[src/rtl/cordic_pkg.sv]
// Shared definitions for the 16-bit CORDIC rotation pipeline:
// widths, angle constants, the x seed, the per-stage atan table and the sample bundle.
package cordic_pkg;

  localparam int DATA_W = 16;
  localparam int NUM_STAGES = 16;

  // Binary angles: full circle = 2^16, so pi is the MSB alone.
  localparam logic [DATA_W-1:0] ANG_PI      = 16'h8000;
  localparam logic [DATA_W-1:0] ANG_HALF_PI = 16'h4000;

  // 0.607253 in Q2.14 pre-cancels the CORDIC gain of the stage chain.
  localparam logic [DATA_W-1:0] X_INIT_DEFAULT = 16'h26DD;

  typedef struct packed {
    logic              valid;
    logic [DATA_W-1:0] x;
    logic [DATA_W-1:0] y;
    logic [DATA_W-1:0] z;
  } cordic_sample_t;

  // atan(2^-i) in binary-angle LSBs, rounded; stage i subtracts/adds this from z.
  function automatic logic [DATA_W-1:0] atan_lut(input int unsigned stage);
    logic [DATA_W-1:0] val;
    case (stage)
      0:       val = 16'd8192;
      1:       val = 16'd4836;
      2:       val = 16'd2555;
      3:       val = 16'd1297;
      4:       val = 16'd651;
      5:       val = 16'd326;
      6:       val = 16'd163;
      7:       val = 16'd81;
      8:       val = 16'd41;
      9:       val = 16'd20;
      10:      val = 16'd10;
      11:      val = 16'd5;
      12:      val = 16'd3;
      13:      val = 16'd1;
      14:      val = 16'd1;
      default: val = 16'd0;
    endcase
    return val;
  endfunction

  // The pi pre-rotation is needed when the angle lies in the second or third quadrant.
  function automatic logic needs_pi_fold(input logic [DATA_W-1:0] angle);
    return angle[DATA_W-1] ^ angle[DATA_W-2];
  endfunction

endpackage

[src/rtl/cordic_flag_delay.sv]
// Fixed-length {valid, flag} shift register with asynchronous clear.
// Used to carry per-sample sideband bits alongside a pipeline of known depth.
module cordic_flag_delay #(
  parameter int DEPTH = 16
) (
  input  logic clk,
  input  logic reset,
  input  logic valid_in,
  input  logic flag_in,
  output logic valid_out,
  output logic flag_out
);

  logic [DEPTH-1:0] valid_sr;
  logic [DEPTH-1:0] flag_sr;

  // The truncating cast keeps the shift legal for DEPTH == 1 as well.
  always_ff @(posedge clk or posedge reset) begin
    if (reset) begin
      valid_sr <= '0;
      flag_sr  <= '0;
    end else begin
      valid_sr <= DEPTH'({valid_sr, valid_in});
      flag_sr  <= DEPTH'({flag_sr, flag_in});
    end
  end

  assign valid_out = valid_sr[DEPTH-1];
  assign flag_out  = flag_sr[DEPTH-1] & valid_sr[DEPTH-1];

endmodule

[src/rtl/cordic_prerotate.sv]
// CORDIC input stage: folds the angle into +-pi/2 by a pi rotation, registers the
// x/y/z seeds, delays the negate flag to the end of the stage chain and counts samples in flight.
module cordic_prerotate
  import cordic_pkg::*;
#(
  parameter  int                PIPE_DEPTH = 16,
  parameter  logic [DATA_W-1:0] X_INIT     = X_INIT_DEFAULT,
  localparam int                CNT_W      = $clog2(PIPE_DEPTH + 2)
) (
  input  logic              clk,
  input  logic              reset,
  input  logic              valid_in,
  input  logic [DATA_W-1:0] angle_in,
  output logic              valid_out,
  output logic [DATA_W-1:0] x_out,
  output logic [DATA_W-1:0] y_out,
  output logic [DATA_W-1:0] z_out,
  output logic              neg_valid,
  output logic              neg_out,
  output logic [CNT_W-1:0]  inflight,
  output logic              idle
);

  localparam logic [CNT_W-1:0] CNT_MAX = CNT_W'(PIPE_DEPTH + 1);

  logic              fold;
  logic [DATA_W-1:0] z_fold;
  cordic_sample_t    seed;
  logic              seed_neg;

  // Flipping the MSB adds pi modulo 2^16, moving quadrants 01/10 into 11/00.
  assign fold   = needs_pi_fold(angle_in);
  assign z_fold = fold ? (angle_in ^ ANG_PI) : angle_in;

  always_ff @(posedge clk or posedge reset) begin
    if (reset) begin
      seed     <= '0;
      seed_neg <= 1'b0;
    end else begin
      seed.valid <= valid_in;
      seed_neg   <= valid_in & fold;
      if (valid_in) begin
        seed.x <= X_INIT;
        seed.y <= '0;
        seed.z <= z_fold;
      end
    end
  end

  assign valid_out = seed.valid;
  assign x_out     = seed.x;
  assign y_out     = seed.y;
  assign z_out     = seed.z;

  cordic_flag_delay #(
    .DEPTH(PIPE_DEPTH)
  ) u_neg_delay (
    .clk      (clk),
    .reset    (reset),
    .valid_in (seed.valid),
    .flag_in  (seed_neg),
    .valid_out(neg_valid),
    .flag_out (neg_out)
  );

  // A sample counts from its accept edge until the edge after its neg_valid strobe.
  always_ff @(posedge clk or posedge reset) begin
    if (reset) begin
      inflight <= '0;
    end else begin
      case ({valid_in, neg_valid})
        2'b10:   inflight <= inflight + CNT_W'(1);
        2'b01:   inflight <= inflight - CNT_W'(1);
        default: inflight <= inflight;
      endcase
    end
  end

  assign idle = (inflight == '0);

  a_inflight_bound: assert property (@(posedge clk) disable iff (reset)
    inflight <= CNT_MAX);

  a_no_overflow: assert property (@(posedge clk) disable iff (reset)
    !(valid_in && !neg_valid && inflight == CNT_MAX));

  a_no_underflow: assert property (@(posedge clk) disable iff (reset)
    !(neg_valid && !valid_in && inflight == '0));

endmodule

[config.mk]
export PLATFORM = sky130hd
export DESIGN_NAME = cordic_prerotate
export DESIGN_NICKNAME = d
export VERILOG_FILES = /design/src/rtl/cordic_pkg.sv /design/src/rtl/cordic_flag_delay.sv /design/src/rtl/cordic_prerotate.sv
export SDC_FILE = /design/constraint.sdc
export NUM_CORES = 1
export LEC_CHECK = 0
export BUFFER_PORTS_ARGS = -buffer_cell sky130_fd_sc_hd__buf_2
export CAP_MARGIN = 20
export CORE_ASPECT_RATIO = 0.6
export CORE_MARGIN = 1.5
export CORE_UTILIZATION = 51
export CTS_BUF_LIST = sky130_fd_sc_hd__clkbuf_8
export DETAILED_ROUTE_END_ITERATION = 7
export HOLD_SLACK_MARGIN = 0.15
export PLACE_DENSITY = 0.86
export REMOVE_ABC_BUFFERS = 1
export SLEW_MARGIN = 20
export SYNTH_ARGS = -nofsm -noshare
export SYNTH_HDL_FRONTEND = slang
export SYNTH_SLANG_ARGS = --single-unit
[constraint.sdc]
create_clock -name clk -period 2.1 [get_ports clk]
set_input_delay 0.105 -clock clk [delete_from_list [all_inputs] [get_ports clk]]
set_output_delay 0.105 -clock clk [all_outputs]
set_load 0.02 [all_outputs]
==> impl_metrics.py <==
metrics = {
    "synthesis": {
        "yosys-top-cells-count": "dfrtp_1 (56), buf_4 (31), mux2_2 (15), buf_2 (5), nor2_1 (5)",
        "ys_seq_elements": 56,
        "syn-instance-count": 150,
        "synth_area_per_cell_um2": 14.23,
        "yosys.area.top_type": "dfrtp_1",
        "synth.most_common_cell": "dfrtp_1",
        "synth_top_area_share_pct": 65.65,
        "ys_async_sr_fraction_pct": 100.0,
        "yosysUniqueCellTypes": 27,
        "ys_top_cells_by_area": "dfrtp_1 (66%), buf_4 (11%), mux2_2 (7.9%)",
        "syn_area_um2": 2135,
        "ys_seq_area_share_pct": 65.65,
        "synth-edff-count": 0,
        "yosys_most_used_dff": "dfrtp_1",
        "yosysWarnings": 0,
    },
    "route": {
        "route.vias.total": 1208,
        "first_pass_iters": 4,
        "routed_via_density": 4.576,
        "remaining_drc_errors": 0,
        "drtAntennaViolNets": 0,
        "drtIter0Drc": 50,
        "wire_per_inst_um": 13.51,
        "totalWireLength_mm": 3.567,
    },
    "placement": {
        "place_hpwl_mm": 2.274,
        "placed_cell_area_um2": 2297,
        "globalplace.congestion": 0.8183,
        "place_ws_ns": 0.3019,
        "portBuffers": 52,
    },
    "global_route": {
        "grt_overflow": 0,
        "grt_max_degree": 25,
        "antenna_found_initial": 0,
        "grt_pass1_wl_mm": 5.851,
        "grtUsageTotal_pct": 17.63,
        "grt_pass1_vias": 1184,
    },
    "power": {
        "p_sw_mw": 0.7747,
        "leakage_nw": 1.280,
        "seqPwrFrac_pct": 51.2,
        "p_int_mw": 1.803,
        "combPwrFrac_pct": 22.3,
        "sw_frac_of_total_pct": 30.06,
        "p_per_area_nw_per_um2": 995.7,
        "p_total_mw": 2.578,
        "ir_drop_mv": 0.5215,
        "clockPowerShare_pct": 26.5,
    },
    "critical_path": {
        "rr_worst_depth": 7,
        "rrSetupSlack_ns": 0.28,
        "critPathMaxStageDelay_ns": 0.43,
        "crit_path_max_fanout": 4,
        "cp_data_required_time_ns": 2.32,
        "crit_path_end_kind": "flip-flop",
        "worst-setup-path-type": "reg -> reg",
        "slowest_stage": "dfrtp_1",
        "start_kind": "flip-flop",
        "crit_chain": "ha_1, xor2_1, ha_1, nor4_2, mux2i_1, o221ai_2, xor2_1",
        "cp_data_arrival_time_ns": 2.04,
    },
    "timing": {
        "drv_slew": 0,
        "rsz0062_at_grt": "no",
        "whs_ns": 0.1623,
        "setup_tns_ns": 0,
        "setup-violations-final": 0,
        "fmax_ghz": 0.5498,
        "clock_skew_ns": 0.009347,
        "min_period_over_period_pct": 86.61,
        "setup_ws_ns": 0.2813,
        "post-route-min-period_ns": 1.819,
        "hold_violations": 0,
    },
    "clock_tree": {
        "clock-sinks": 56,
        "path_clk_slew_ns": 0.09,
        "cts_setup_buffers": 0,
        "htree_levels": 2,
        "cts_inserted_buffers": 5,
        "cts_root_buffer": "clkbuf_8",
        "clock_latency_ns": 0.30,
        "cts_tree": "yes",
        "clockBufferDepth": 2,
    },
    "worst_hold_path": {
        "worstHoldPathType": "in -> reg",
        "hold_depth": 3,
    },
    "run": {
        "cap_violations": 0,
    },
    "floorplan": {
        "io-pin-count": 76,
        "start_util_pct": 55.75,
        "fp.dieH_um": 53.11,
        "fp-row-count": 17,
        "die_area_um2": 4595,
        "die_w_um": 86.52,
        "coreArea_um2": 3829,
    },
    "status": {
        "status": "completed",
    },
    "cells_and_area": {
        "final_nets": 239,
        "final.fill_count": 289,
        "area_growth_pct": 21.28,
        "antenna_cells": 0,
        "drive_gt1_share_pct": 37.79,
        "stdcell_area_um2": 2589,
    },
}
==> cells in the final DEF (no fill, tap or decap) <==
cell type       n
conb_1         23
and2_1          1
nand4_1         1
o21ai_0         3
a21oi_1         1
or4_1           1
nand2_1         4
inv_2           1
o2111ai_1       1
inv_6           1
inv_1           4
nor2b_1         1
bufinv_16       1
mux2i_1         1
nor4_2          1
nand4b_1        1
xnor2_1         3
buf_2          52
ha_1            4
buf_4           4
mux2_2         15
clkbuf_8        5
dlygate4sd3_1  18
nand3_1         1
nand4bb_1       1
o221ai_2        1
or2_2           1
o21a_1          1
nor2_1          5
dfrtp_1        56
xor2_1          4
==> flip-flops by register name, indices dropped and copies added (netlist names) <==
name / count
seed_neg: 1
u_neg_delay.flag_sr: 16
z_out: 16
x_out: 1
valid_out: 1
u_neg_delay.valid_sr: 16
inflight: 5
==> power groups by stage <==
stage	sequential, mW	combinational (mW)	clock [mW]
5_1_grt	1.34	0.635	0.756
6_report	1.32	0.575	0.684
4_1_cts	1.32	0.577	0.701
3_3_place_gp	1.33	0.536	0
3_5_place_dp	1.34	0.548	0
2_1_floorplan	1.41	0.288	0
==> routing by layer <==
metal / part of all wire [%] / wire, um / GRT usage (%) / up-vias
met5: 0 / 0 / 0 / -
li1: - / - / - / 566
met1: 47 / 1672 / 24.72 / 588
met4: 0 / 0 / 4.301 / 0
met2: 44 / 1568 / 25.52 / 54
met3: 9.1 / 325 / 7.332 / 0
==> critical path: cells and delay by family (launching register included) <==
family / cells / cell delay (ns)
adder cells (fa/ha/maj): 2 / 0.47
flip-flops: 1 / 0.43
XOR/XNOR: 2 / 0.33
AND/OR/NAND/NOR: 1 / 0.22
AO/OA/AOI/OAI: 1 / 0.18
multiplexers: 1 / 0.13
==> final cells by class <==
type,count,area (um^2),share of cell area (%)
clock buffer,5,68.82,2.658
tap,47,58.81,2.272
multi-input combinational,75,531.8,20.54
sequential,56,1401,54.13
inverter,4,15.01,0.5800
timing repair buffer,74,470.5,18.17
clock inverter,3,42.54,1.643
==> worst paths after layout <==
kind,from,end
min in group asynchronous,reset,z_out[0]
min reg2reg,u_neg_delay.flag_sr[12],u_neg_delay.flag_sr[13]
max in group asynchronous,reset,z_out[4]
max,u_neg_delay.valid_sr[15],inflight[4]
max reg2reg,u_neg_delay.valid_sr[15],inflight[4]
min,valid_in,seed_neg
==> logic make-up (layout without fill, tap and decap cells) <==
| kind of cell | count (synthesis) | count (layout) | share of synthesized area (%) |
|---|---|---|---|
| muxes | 16 | 16 | 8.382 |
| DFF | 56 | 56 | 65.65 |
| xor gates and xnor gates | 7 | 7 | 2.872 |
| buffers and inverters | 41 | 86 | 13.31 |
| other | 1 | 23 | 0.1757 |
| and+or+nand+nor | 18 | 18 | 4.866 |
| adders and majority gates | 4 | 4 | 2.345 |
| AOI/OAI and AO/OA | 7 | 7 | 2.403 |
==> through the flow <==
step           utilization (%)  instances
2_1_floorplan                -        135
3_3_place_gp             60.00        238
3_5_place_dp             60.00        238
4_1_cts                  67.61        264
5_1_grt                  67.61        264
6_report                 67.61        264
==> repair_timing <==
item,4_1_cts,5_1_grt
hold buffers,18,0
gates resized for setup,0,0
hold endpoints to repair,39,0
(Power assumes the default switching activity.)
